[config.mk]
export PLATFORM = sky130hd
export DESIGN_NAME = smart_attest_seq
export DESIGN_NICKNAME = d
export VERILOG_FILES = /design/src/rtl/smart_attest_seq_pkg.sv /design/src/rtl/smart_attest_seq_range_chk.sv /design/src/rtl/smart_attest_seq.sv
export SDC_FILE = /design/constraint.sdc
export NUM_CORES = 1
export LEC_CHECK = 0
export ABC_CLOCK_PERIOD_IN_PS = 2300
export BUFFER_PORTS_ARGS = -buffer_cell sky130_fd_sc_hd__buf_4
export CAP_MARGIN = 20
export CELL_PAD_IN_SITES_DETAIL_PLACEMENT = 1
export CELL_PAD_IN_SITES_GLOBAL_PLACEMENT = 1
export CORE_MARGIN = 1.5
export CORE_UTILIZATION = 34
export DETAILED_ROUTE_END_ITERATION = 6
export HOLD_SLACK_MARGIN = 0.08
export PLACE_DENSITY_LB_ADDON = 0.1
export SLEW_MARGIN = 10
export SYNTH_ARGS = -nofsm -noshare
export SYNTH_HDL_FRONTEND = slang
export SYNTH_HIERARCHICAL = 1
export SYNTH_SLANG_ARGS = --single-unit
[constraint.sdc]
create_clock -name mclk_i -period 2.3 [get_ports mclk_i]
set_input_delay 0 -clock mclk_i [delete_from_list [all_inputs] [get_ports mclk_i]]
set_output_delay 0 -clock mclk_i [all_outputs]
set_load 0.02 [all_outputs]
[src/rtl/smart_attest_seq_pkg.sv]
// Shared types and default parameters for the SMART attestation read sequencer.
package smart_attest_seq_pkg;

  // Sequencer FSM states
  typedef enum logic [2:0] {
    StIdle  = 3'd0,
    StIssue = 3'd1,
    StCapt  = 3'd2,
    StHold  = 3'd3,
    StFin   = 3'd4
  } state_e;

  // Default memory word-address MSB index and key-store bounds (inclusive)
  localparam int unsigned DefSizeMemAddr = 15;
  localparam int unsigned DefLowKey      = 200;
  localparam int unsigned DefHighKey     = 200;

endpackage

[src/rtl/smart_attest_seq_range_chk.sv]
// Combinational order / key-store overlap check of an inclusive word range.
// Kept standalone so the MAC block can reuse the same protection rule.
module smart_attest_seq_range_chk #(
  parameter int unsigned AW       = 16,
  parameter int unsigned LOW_KEY  = 200,
  parameter int unsigned HIGH_KEY = 200
) (
  input  logic [AW-1:0] start_addr_i,
  input  logic [AW-1:0] end_addr_i,
  output logic          order_err_o,
  output logic          key_hit_o,
  output logic          range_bad_o
);

  localparam logic [AW-1:0] LowKeyA  = AW'(LOW_KEY);
  localparam logic [AW-1:0] HighKeyA = AW'(HIGH_KEY);

  // Reversed range, or any word of the range inside the key store
  always_comb begin
    order_err_o = start_addr_i > end_addr_i;
    key_hit_o   = (start_addr_i <= HighKeyA) && (end_addr_i >= LowKeyA);
    range_bad_o = order_err_o | key_hit_o;
  end

endmodule

[src/rtl/smart_attest_seq.sv]
// Attestation read sequencer: streams a word range from data memory to the hash
// core over valid/ready, stealing only memory cycles the CPU leaves idle.
module smart_attest_seq
  import smart_attest_seq_pkg::*;
#(
  parameter int unsigned SIZE_MEM_ADDR = DefSizeMemAddr,
  parameter int unsigned LOW_KEY       = DefLowKey,
  parameter int unsigned HIGH_KEY      = DefHighKey
) (
  input  logic                   mclk_i,
  input  logic                   rst_ni,
  input  logic                   start_i,
  input  logic                   abort_i,
  input  logic [SIZE_MEM_ADDR:0] start_addr_i,
  input  logic [SIZE_MEM_ADDR:0] end_addr_i,
  output logic                   busy_o,
  output logic                   done_o,
  output logic                   error_o,
  input  logic                   cpu_cen_i,
  input  logic [SIZE_MEM_ADDR:0] cpu_addr_i,
  output logic                   mem_cen_o,
  output logic [SIZE_MEM_ADDR:0] mem_addr_o,
  input  logic [15:0]            mem_rdata_i,
  output logic [15:0]            data_out_o,
  output logic                   data_valid_o,
  input  logic                   data_ready_i
);

  localparam int unsigned AW = SIZE_MEM_ADDR + 1;

  state_e        state_q, state_d;
  logic [AW-1:0] cur_q, cur_d;
  logic [AW-1:0] end_q, end_d;
  logic          last_q, last_d;
  logic          busy_q, busy_d;
  logic          done_q, done_d;
  logic          err_q, err_d;
  logic          valid_q, valid_d;
  logic [15:0]   dout_q, dout_d;
  logic          seq_rd;
  logic          order_err, key_hit, range_bad;

  smart_attest_seq_range_chk #(
    .AW       (AW),
    .LOW_KEY  (LOW_KEY),
    .HIGH_KEY (HIGH_KEY)
  ) u_range_chk (
    .start_addr_i (start_addr_i),
    .end_addr_i   (end_addr_i),
    .order_err_o  (order_err),
    .key_hit_o    (key_hit),
    .range_bad_o  (range_bad)
  );

  // Next-state and datapath update; abort overrides everything in active states
  always_comb begin
    state_d = state_q;
    cur_d   = cur_q;
    end_d   = end_q;
    last_d  = last_q;
    busy_d  = busy_q;
    done_d  = 1'b0;
    err_d   = err_q;
    valid_d = valid_q;
    dout_d  = dout_q;
    seq_rd  = 1'b0;

    unique case (state_q)
      StIdle: begin
        if (start_i) begin
          err_d = 1'b0;
          if (range_bad) begin
            err_d   = 1'b1;
            state_d = StFin;
          end else begin
            cur_d   = start_addr_i;
            end_d   = end_addr_i;
            busy_d  = 1'b1;
            state_d = StIssue;
          end
        end
      end
      StIssue: begin
        // CPU owns the port whenever it is enabling memory
        seq_rd = cpu_cen_i;
        if (cpu_cen_i) state_d = StCapt;
      end
      StCapt: begin
        dout_d  = mem_rdata_i;
        valid_d = 1'b1;
        last_d  = (cur_q == end_q);
        cur_d   = cur_q + 1'b1;
        state_d = StHold;
      end
      StHold: begin
        if (data_ready_i) begin
          valid_d = 1'b0;
          state_d = last_q ? StFin : StIssue;
        end
      end
      StFin: begin
        done_d  = 1'b1;
        busy_d  = 1'b0;
        state_d = StIdle;
      end
      default: state_d = StIdle;
    endcase

    // In-flight read data is dropped on abort
    if (abort_i && (state_q inside {StIssue, StCapt, StHold})) begin
      cur_d   = cur_q;
      last_d  = last_q;
      dout_d  = dout_q;
      valid_d = 1'b0;
      err_d   = 1'b1;
      state_d = StFin;
    end
  end

  // State and datapath registers with synchronous active-low reset
  always_ff @(posedge mclk_i) begin
    if (!rst_ni) begin
      state_q <= StIdle;
      cur_q   <= '0;
      end_q   <= '0;
      last_q  <= 1'b0;
      busy_q  <= 1'b0;
      done_q  <= 1'b0;
      err_q   <= 1'b0;
      valid_q <= 1'b0;
      dout_q  <= '0;
    end else begin
      state_q <= state_d;
      cur_q   <= cur_d;
      end_q   <= end_d;
      last_q  <= last_d;
      busy_q  <= busy_d;
      done_q  <= done_d;
      err_q   <= err_d;
      valid_q <= valid_d;
      dout_q  <= dout_d;
    end
  end

  // Memory port mux: CPU passes through untouched unless the sequencer reads
  always_comb begin
    mem_cen_o    = cpu_cen_i & ~seq_rd;
    mem_addr_o   = seq_rd ? cur_q : cpu_addr_i;
    busy_o       = busy_q;
    done_o       = done_q;
    error_o      = err_q;
    data_valid_o = valid_q;
    data_out_o   = dout_q;
  end

endmodule

==> qor.log, run 1 <==
[outcome] result of the run finished, final reports clean
[clocking] post-CTS repair timing setup buffer count 0
[synth] warnings from Yosys 6
[cells_and_area] area delta synth->final 44.2%
[drt] final routed DRC violation total 0
[flow_run] Max Cap Violations 0
[global_route] global-route wire length before repair 18600 um
[timing] highest clock frequency the design can meet 477 MHz
[floorplanning] total die area 10700 sq um
[synth] Netlist Area Pre-Place 3420 sq um
[critical_path] chain of cells forming the critical path buf_4, ha_1, nor2b_1, o211ai_1, a2111oi_0, nor4b_1, o21bai_1, nor3b_2, o21a_1, buf_12, nand2_1, o22ai_1
[floorplanning] total I/O pin count 107
[global_route] total global-route track usage 0.228
[drt] number of iterations in the first detailed-routing pass 4
[cells_and_area] count of non-filler cells in the finished layout 699
[clocking] Root Driver sky130_fd_sc_hd__clkbuf_8
[global_route] number of global-route vias before repair 3698
[cells_and_area] most common cell after layout, fill and taps aside sky130_fd_sc_hd__buf_4
[clocking] Sinks on Clock Net 56
[floorplanning] Starting Density 0.349
[critical_path] crit path capture cur_q[9]$_SDFFE_PN0P_
[clocking] maximum clock insertion buffer count 2
[drt] via count 3662
[timing] worst hold-check slack 96.6 ps
[critical_path] cell type of the slowest stage on the worst timing path sky130_fd_sc_hd__ha_1
[power] leakage power 2.17 nW
[critical_path] arrival time of data at the critical path endpoint 2340 ps
[floorplanning] Core Box Area 9770 sq um
[timing] pin slew with the least headroom to its limit 651 ps
[critical_path] worst flop-to-flop path endpoint cur_q[7]$_SDFFE_PN0P_
[cells_and_area] number of fill cells in the layout 1198
[critical_path] element type at the critical path start primary input
[clocking] worst-skew pair later-pin latency 320 ps
[critical_path] Max FO, Critical Path 16
[drt] remaining number of nets flagged by the antenna check after routing 0
[synth] cells after synthesis 419
[timing] final worst clock skew 6.67 ps
[drt] Initial DRC Count 148
[timing] unrepaired setup endpoints after global routing false
[cells_and_area] final core utilization 0.504
[place] weighted congestion at the end of routability-driven global placement 0.852
[global_route] GRT Residual Overflow 0
[floorplanning] height of the die 103 um
[drt] wire length after detailed routing 12000 um
[cells_and_area] number of nets in the layout 652
[critical_path] reg-to-reg startpoint state_q[2]$_SDFFE_PN0P_
[critical_path] worst reg2reg path depth 4
[cells_and_area] share of cells above drive strength 1 0.270
[timing] final-report setup violation count 0
[power] worst ir drop on vdd 273 uV
[clocking] clock transition at the registers of the reported paths 110 ps
[worst_hold_path] path class of the lowest-slack min-delay path in -> reg
[power] power density over cell area 579 nW/um^2
[critical_path] cell class contributing the biggest share of worst-path delay compound AO/OA/AOI/OAI gates
[place] quantity of I/O buffers inserted on ports 106
[critical_path] type of destination of the critical path register
[clocking] TritonCTS clock tree yes
[timing] total count of max-transition violations in the final report 0
[drt] mean number of vias per cell 5.24
[clocking] H-tree level count 2
[cells_and_area] multi-input gate area in the final layout 2100 sq um
[timing] time the worst path needs with I/O delays and setup 2100 ps
[cells_and_area] highest-count cells in the layout ignoring fill and taps sky130_fd_sc_hd__buf_4 (121), sky130_fd_sc_hd__nand2_1 (58), sky130_fd_sc_hd__dfxtp_1 (56)
[global_route] maximum number of pins on one net before global-route repair 27
[drt] final routed wire length divided by cell count 17.1 um
[clocking] total CTS buffers 5
[synth] net count after synthesis 506
[critical_path] register-to-register setup slack 480 ps
[global_route] number of antenna violations at the first check in global routing 0
[place] DP Wirelength 8850 um
[synth] mean post-synth cell area 8.15 sq um
[timing] share of the clock period used by the worst path 0.911
[critical_path] CP Class in -> reg
[timing] Final Hold Viols 0
[critical_path] largest stage delay on the critical path 310 ps
[critical_path] launching element of the worst setup path start_addr_i[1]
[floorplanning] horizontal extent of the die 103 um
[cells_and_area] sequential cell area 1120 sq um
[floorplanning] number of standard-cell rows in the floorplan 36
[cells_and_area] number of inserted diodes 0
[critical_path] Data required, critical path 2550 ps
[critical_path] crit path buf inv count 2
[timing] Max transition margin 0.563
[place] Placed Cells incl. Taps 649
[critical_path] number of stages on the worst setup path 12
[cell type report]
type,count,share of cell area
well taps,133,0.0338
inverters,21,0.0160
clock inverters,3,0.00457
repair buffers,165,0.278
flip-flops and latches,56,0.228
multi-input cells,316,0.426
clock buffers,5,0.0140
[through the flow]
stage                     area [sq um]  setup slack (ps)  power, mW  TNS, ps
final                             4920               204       2.85        0
after global routing              4920              20.1       3.03        0
after CTS                         4920               204       2.87        0
after detailed placement          4410              -117       2.23     -747
after global placement            4410             -52.2       2.19     -339
after floorplan                   3420               123       1.80        0
[worst register-to-register path, delay by kind of cell, from the launching register on]
family / cells / cell delay [ps]
AOI/OAI and AO/OA: 2 / 350
DFF: 1 / 320
and+or+nand+nor: 2 / 1110
[state kept, by name (all words and copies together) (netlist names)]
signal and flops:
cur_q 16, data_out_o 16, end_q 16, state_q 3, busy_o 1, data_valid_o 1, done_o 1, error_o 1
last_q 1
[worst min-delay path by stage]
stage	cells after the start	start	to
after global placement	3	end_addr_i[1]	end_q[1]$_SDFFE_PN0P_
after floorplan	1	data_ready_i	state_q[1]$_SDFFE_PP0P_
after CTS	4	cpu_cen_i	state_q[0]$_SDFFE_PP0P_
final	4	start_addr_i[12]	cur_q[12]$_SDFFE_PN0P_
after global routing	4	cpu_cen_i	state_q[0]$_SDFFE_PP0P_
after detailed placement	3	mem_rdata_i[7]	data_out_o[7]$_SDFFE_PN0P_
[power breakdown]
group,internal (mW),switching (mW),leakage (nW)
Combinational,0.519,0.556,1.67
Clock,0.220,0.365,0.0485
Sequential,1.07,0.123,0.456
Total,1.81,1.04,2.17
[per-layer routing]
layer	wire, um	global-route usage
met4	169	0.0603
met1	5360	0.302
met3	646	0.0255
met2	5800	0.395
met5	0	0
[what timing repair did]
| item | in CTS | in global routing |
|---|---|---|
| hold buffers | 42 | 0 |
| endpoints found under the hold margin | 50 | 0 |
| gates resized for setup | 0 | 1 |
| endpoints found under the setup margin | 0 | 7 |
(Power assumes the default switching activity.)
==> inputs of run 2 (changes only) <==
- CTS_CLUSTER_DIAMETER: default -> 80
- MAX_ROUTING_LAYER: default -> met4
==> run 2 against run 1 <==
Net effect:
- global-route usage increased by 0.66 points
- sequential share of layout area unchanged
- core utilization unchanged
- clock power about the same
- clock-buffer cell count unchanged
- fmax decreased by 0.17%
- setup slack got worse by 3.6 ps
- die area unchanged
- final area unchanged
- combinational power about the same
- critical path type unchanged
- largest power group unchanged
- highest routed layer unchanged
==> qor.log, run 2 (synthesis gave the netlist of run 1 again) <==
[outcome] result of the run finished, final reports clean
[timing] total count of max-transition violations in the final report 0
[place] quantity of I/O buffers inserted on ports 106
[drt] mean number of vias per cell 5.24
[floorplanning] total die area 10700 sq um
[timing] share of the clock period used by the worst path 0.913
[drt] wire length after detailed routing 12000 um
[cells_and_area] number of inserted diodes 0
[global_route] global-route wire length before repair 18600 um
[global_route] Most Crowded Layer GR met2
[clocking] post-CTS repair timing setup buffer count 0
[global_route] GRT Residual Overflow 0
[global_route] number of antenna violations at the first check in global routing 0
[cells_and_area] most common cell after layout, fill and taps aside sky130_fd_sc_hd__buf_4
[global_route] total global-route track usage 0.234
[global_route] M2 GR Usage 0.397
[place] Post-DP Area 4410 sq um
[place] weighted congestion at the end of routability-driven global placement 0.865
[timing] worst hold-check slack 96.4 ps
[timing] final worst clock skew 5.18 ps
[worst_hold_path] path class of the lowest-slack min-delay path in -> reg
[critical_path] largest stage delay on the critical path 310 ps
[timing] setup tns final 0 ps
[global_route] routing usage on met3 0.0242
[drt] final routed DRC violation total 0
[place] Placed Cells incl. Taps 649
[cells_and_area] highest-count cells in the layout ignoring fill and taps sky130_fd_sc_hd__buf_4 (121), sky130_fd_sc_hd__nand2_1 (58), sky130_fd_sc_hd__dfxtp_1 (56)
[clocking] TritonCTS clock tree yes
[critical_path] launching element of the worst setup path start_addr_i[1]
[power] leakage power 2.17 nW
[cells_and_area] post-route standard cell area excluding fillers 4920 sq um
[clocking] Root Driver sky130_fd_sc_hd__clkbuf_8
[clocking] H-tree level count 2
[place] DP Wirelength 8850 um
[floorplanning] Core Box Area 9770 sq um
[drt] number of iterations in the first detailed-routing pass 4
[critical_path] chain of cells forming the critical path buf_4, ha_1, nor2b_1, o211ai_1, a2111oi_0, nor4b_1, o21bai_1, nor3b_2, o21a_1, buf_12, nand2_1, o22ai_1
[clocking] Sinks on Clock Net 56
[critical_path] reg-to-reg startpoint state_q[2]$_SDFFE_PN0P_
[timing] time the worst path needs with I/O delays and setup 2100 ps
[critical_path] Data required, critical path 2550 ps
[timing] pin slew with the least headroom to its limit 652 ps
[clocking] maximum clock insertion buffer count 2
[global_route] M1 GR Usage 0.300
[critical_path] cell type of the slowest stage on the worst timing path sky130_fd_sc_hd__ha_1
[clocking] clock transition at the registers of the reported paths 110 ps
[flow_run] Max Cap Violations 0
[drt] remaining number of nets flagged by the antenna check after routing 0
[drt] Initial DRC Count 152
[timing] Max transition margin 0.562
[critical_path] arrival time of data at the critical path endpoint 2350 ps
[floorplanning] horizontal extent of the die 103 um
[timing] Final Hold Viols 0
[cells_and_area] share of cells above drive strength 1 0.270
[floorplanning] number of standard-cell rows in the floorplan 36
[global_route] maximum number of pins on one net before global-route repair 27
[timing] final-report setup violation count 0
[cells_and_area] number of nets in the layout 652
[critical_path] Max FO, Critical Path 16
[worst_hold_path] source of the worst hold timing path start_addr_i[12]
[floorplanning] Starting Density 0.349
[drt] via count 3663
[critical_path] element type at the critical path start primary input
[cells_and_area] area delta synth->final 44.2%
[clocking] total CTS buffers 5
[critical_path] CP Class in -> reg
[drt] final routed wire length divided by cell count 17.1 um
[power] power density over cell area 579 nW/um^2
[cells_and_area] count of non-filler cells in the finished layout 699
[floorplanning] total I/O pin count 107
[power] worst ir drop on vdd 272 uV
[clocking] worst-skew pair later-pin latency 320 ps
[global_route] number of global-route vias before repair 3706
[timing] highest clock frequency the design can meet 476 MHz
[critical_path] type of destination of the critical path register
[floorplanning] height of the die 103 um
[timing] unrepaired setup endpoints after global routing false
[run 2: cell counts in the layout (fill, tap and decap cells not counted)]
No cell type changed its count.
[run 2: metal layers]
layer	wire length [um]	part of all wire
met1	5350	0.45
met2	5810	0.49
met3	634	0.053
met4	170	0.014
met5	0	0
[run 2: path summary, 6_finish.rpt]
path	endpoint	slack [ps]	cells after the start
setup / recovery	cur_q[9]$_SDFFE_PN0P_	200	12
hold reg to reg	data_out_o[14]$_SDFFE_PN0P_	470	2
hold / removal	cur_q[12]$_SDFFE_PN0P_	100	4
setup reg to reg	cur_q[7]$_SDFFE_PN0P_	480	4
[run 2: worst max-delay path, delay by kind of cell]
kind / cells / cell delay (ps)
simple gates: 4 / 810
compound gates: 5 / 950
buf+inv: 2 / 290
fa+ha+maj: 1 / 310
[run 2: where the power goes]
part           internal [mW]  switching (mW)
combinational          0.519           0.557
clock                  0.220           0.364
sequential              1.07           0.123
[run 2: timing repair]
action / CTS / global route
endpoints found under the hold margin: 50 / 0
hold buffers: 42 / 0
setup endpoints to repair: 0 / 7
gates resized for setup: 0 / 1
[run 2: layout make-up]
| class | count | area [sq um] |
|---|---|---|
| fillers | 1198 | 4850 |
| multi-input cells | 316 | 2100 |
| repair buffers | 165 | 1370 |
| flip-flops and latches | 56 | 1120 |
| well taps | 133 | 166 |
| inverters | 21 | 78.8 |
| clock buffers | 5 | 68.8 |
| clock inverters | 3 | 22.5 |
[run 2: through the flow]
step | utilization | setup slack (ps) | power (mW)
after floorplan | - | 123 | 1.80
after global placement | 0.451 | -52.2 | 2.19
after detailed placement | 0.451 | -117 | 2.23
after CTS | 0.503 | 204 | 2.87
after global routing | 0.504 | 20.1 | 3.02
final | 0.504 | 200 | 2.85
==> inputs of run 3 (changes only) <==
- ABC_AREA: default -> 1
- CORE_UTILIZATION: 34 -> 32
==> run 3 against run 2 <==
Net effect:
- fmax up 0.21%
- die area up 12%
- setup slack better by 4.4 ps
- combinational power up 48%
- largest cell class unchanged
==> qor.log, run 3 <==
[global_route] number of global-route vias before repair 4126
[floorplanning] height of the die 109 um
[clocking] Root Driver sky130_fd_sc_hd__clkbuf_8
[synth] warnings from Yosys 6
[clocking] maximum clock insertion buffer count 2
[drt] number of iterations in the first detailed-routing pass 4
[drt] final routed wire length divided by cell count 14.5 um
[power] Switching Share 0.427
[drt] metal3 WL 651 um
[power] leakage power 2.33 nW
[global_route] total global-route track usage 0.216
[global_route] GRT Residual Overflow 0
[timing] setup tns final 0 ps
[clocking] TritonCTS clock tree yes
[drt] remaining number of nets flagged by the antenna check after routing 0
[clocking] worst-skew pair later-pin latency 330 ps
[drt] wire length after detailed routing 12000 um
[place] weighted congestion at the end of routability-driven global placement 0.803
[drt] met2 layer wire length in the routed design 5550 um
[timing] Final Hold Viols 0
[place] DP Wirelength 9270 um
[power] Pwr Total 3.59 mW
[cells_and_area] most common cell after layout, fill and taps aside sky130_fd_sc_hd__nand2_1
[critical_path] Data required, critical path 2300 ps
[power] worst ir drop on vdd 264 uV
[cells_and_area] number of inserted diodes 0
[clocking] Sinks on Clock Net 56
[power] Sequential Power Share 0.393
[timing] total count of max-transition violations in the final report 0
[drt] highest routed metal layer met4
[timing] unrepaired setup endpoints after global routing false
[place] quantity of I/O buffers inserted on ports 106
[floorplanning] Starting Density 0.330
[floorplanning] Core Box Area 10900 sq um
[timing] final worst clock skew 12.2 ps
[drt] final routed DRC violation total 0
[timing] pin slew with the least headroom to its limit 564 ps
[timing] highest clock frequency the design can meet 477 MHz
[power] Power Internal 2.05 mW
[timing] time the worst path needs with I/O delays and setup 2100 ps
[critical_path] type of destination of the critical path output pin
[power] Clk pwr share 0.160
[drt] via count 3965
[synth] net count after synthesis 638
[critical_path] element type at the critical path start register
[outcome] result of the run finished, final reports clean
[timing] Max transition margin 0.624
[cells_and_area] area delta synth->final 38.9%
[critical_path] Max FO, Critical Path 25
[clocking] hold bufs inserted after CTS 42
[critical_path] worst reg2reg path depth 9
[synth] cells after synthesis 551
[floorplanning] total die area 11900 sq um
[global_route] number of antenna violations at the first check in global routing 0
[clocking] CTS-repair resized insts 0
[timing] share of the clock period used by the worst path 0.911
[worst_hold_path] path class of the lowest-slack min-delay path in -> reg
[floorplanning] total I/O pin count 107
[global_route] maximum number of pins on one net before global-route repair 41
[drt] post-route met1 wirelength 5710 um
[floorplanning] horizontal extent of the die 109 um
[clocking] clock transition at the registers of the reported paths 110 ps
[power] net switching power of the design 1.53 mW
[flow_run] Max Cap Violations 0
[critical_path] CP Class reg -> out
[drt] Initial DRC Count 77
[power] power density over cell area 718 nW/um^2
[worst_hold_path] cell depth of the worst hold path 5
[cells_and_area] number of nets in the layout 777
[global_route] global-route wire length before repair 19800 um
[critical_path] arrival time of data at the critical path endpoint 2100 ps
[synth] mean post-synth cell area 6.53 sq um
[clocking] post-CTS repair timing setup buffer count 0
[power] fraction of power consumed by combinational cells 0.448
[clocking] total CTS buffers 5
[synth] Netlist Area Pre-Place 3600 sq um
[floorplanning] number of standard-cell rows in the floorplan 38
[clocking] H-tree level count 2
[drt] mean number of vias per cell 4.77
[timing] final-report setup violation count 0
[cells_and_area] highest-count cells in the layout ignoring fill and taps sky130_fd_sc_hd__nand2_1 (117), sky130_fd_sc_hd__buf_4 (110), sky130_fd_sc_hd__nor2_1 (97)
[cells_and_area] share of cells above drive strength 1 0.210
-- run 3: layout make-up --
cell class	instances	area, sq um
Inverter	67	251
Sequential cell	56	1120
Multi-Input combinational cell	408	2110
Timing Repair Buffer	152	1250
Clock buffer	6	72.6
Fill cell	1430	5890
Clock inverter	2	16.3
Tap cell	140	175
-- run 3: worst max-delay path, cell delays in order, from the launching register on --
cell                      delay [ps]
sky130_fd_sc_hd__dfxtp_1         540
sky130_fd_sc_hd__inv_2           120
sky130_fd_sc_hd__nor3_4          180
sky130_fd_sc_hd__inv_2           100
sky130_fd_sc_hd__nor2_8          290
sky130_fd_sc_hd__mux2_2          380
sky130_fd_sc_hd__buf_4           160
-- run 3: power groups by stage --
stage	clock, mW	combinational [mW]	sequential (mW)
3_3_place_gp	0	1.50	1.42
4_1_cts	0.595	1.62	1.41
2_1_floorplan	0	1.09	1.37
6_report	0.573	1.60	1.41
5_1_grt	0.632	1.81	1.44
3_5_place_dp	0	1.55	1.43
-- run 3: path summary, 6_finish.rpt --
| path | start | to | slack [ps] |
|---|---|---|---|
| hold / removal | start_addr_i[7] | cur_q[7]$_SDFFE_PN0P_ | 90 |
| hold reg to reg | end_q[11]$_SDFFE_PN0P_ | end_q[11]$_SDFFE_PN0P_ | 480 |
| setup reg to reg | state_q[2]$_SDFFE_PN0P_ | cur_q[6]$_SDFFE_PN0P_ | 520 |
| setup / recovery | state_q[0]$_SDFFE_PP0P_ | mem_addr_o[5] | 200 |
-- run 3: stage by stage --
stage,hold slack (ps),util,worst slack [ps],area (sq um),cells
6_report,93.0,0.459,205,5000,831
5_1_grt,112,0.459,75.7,5000,831
3_3_place_gp,238,0.412,139,4490,781
4_1_cts,80.5,0.459,165,5000,831
2_1_floorplan,144,-,631,3600,551
3_5_place_dp,254,0.412,38.8,4490,781
-- run 3: routing by layer --
layer / up-vias / track usage
li1: 2044 / -
met4: 0 / 0.0489
met5: - / -
met3: 8 / 0.0269
met2: 99 / 0.358
met1: 1814 / 0.281
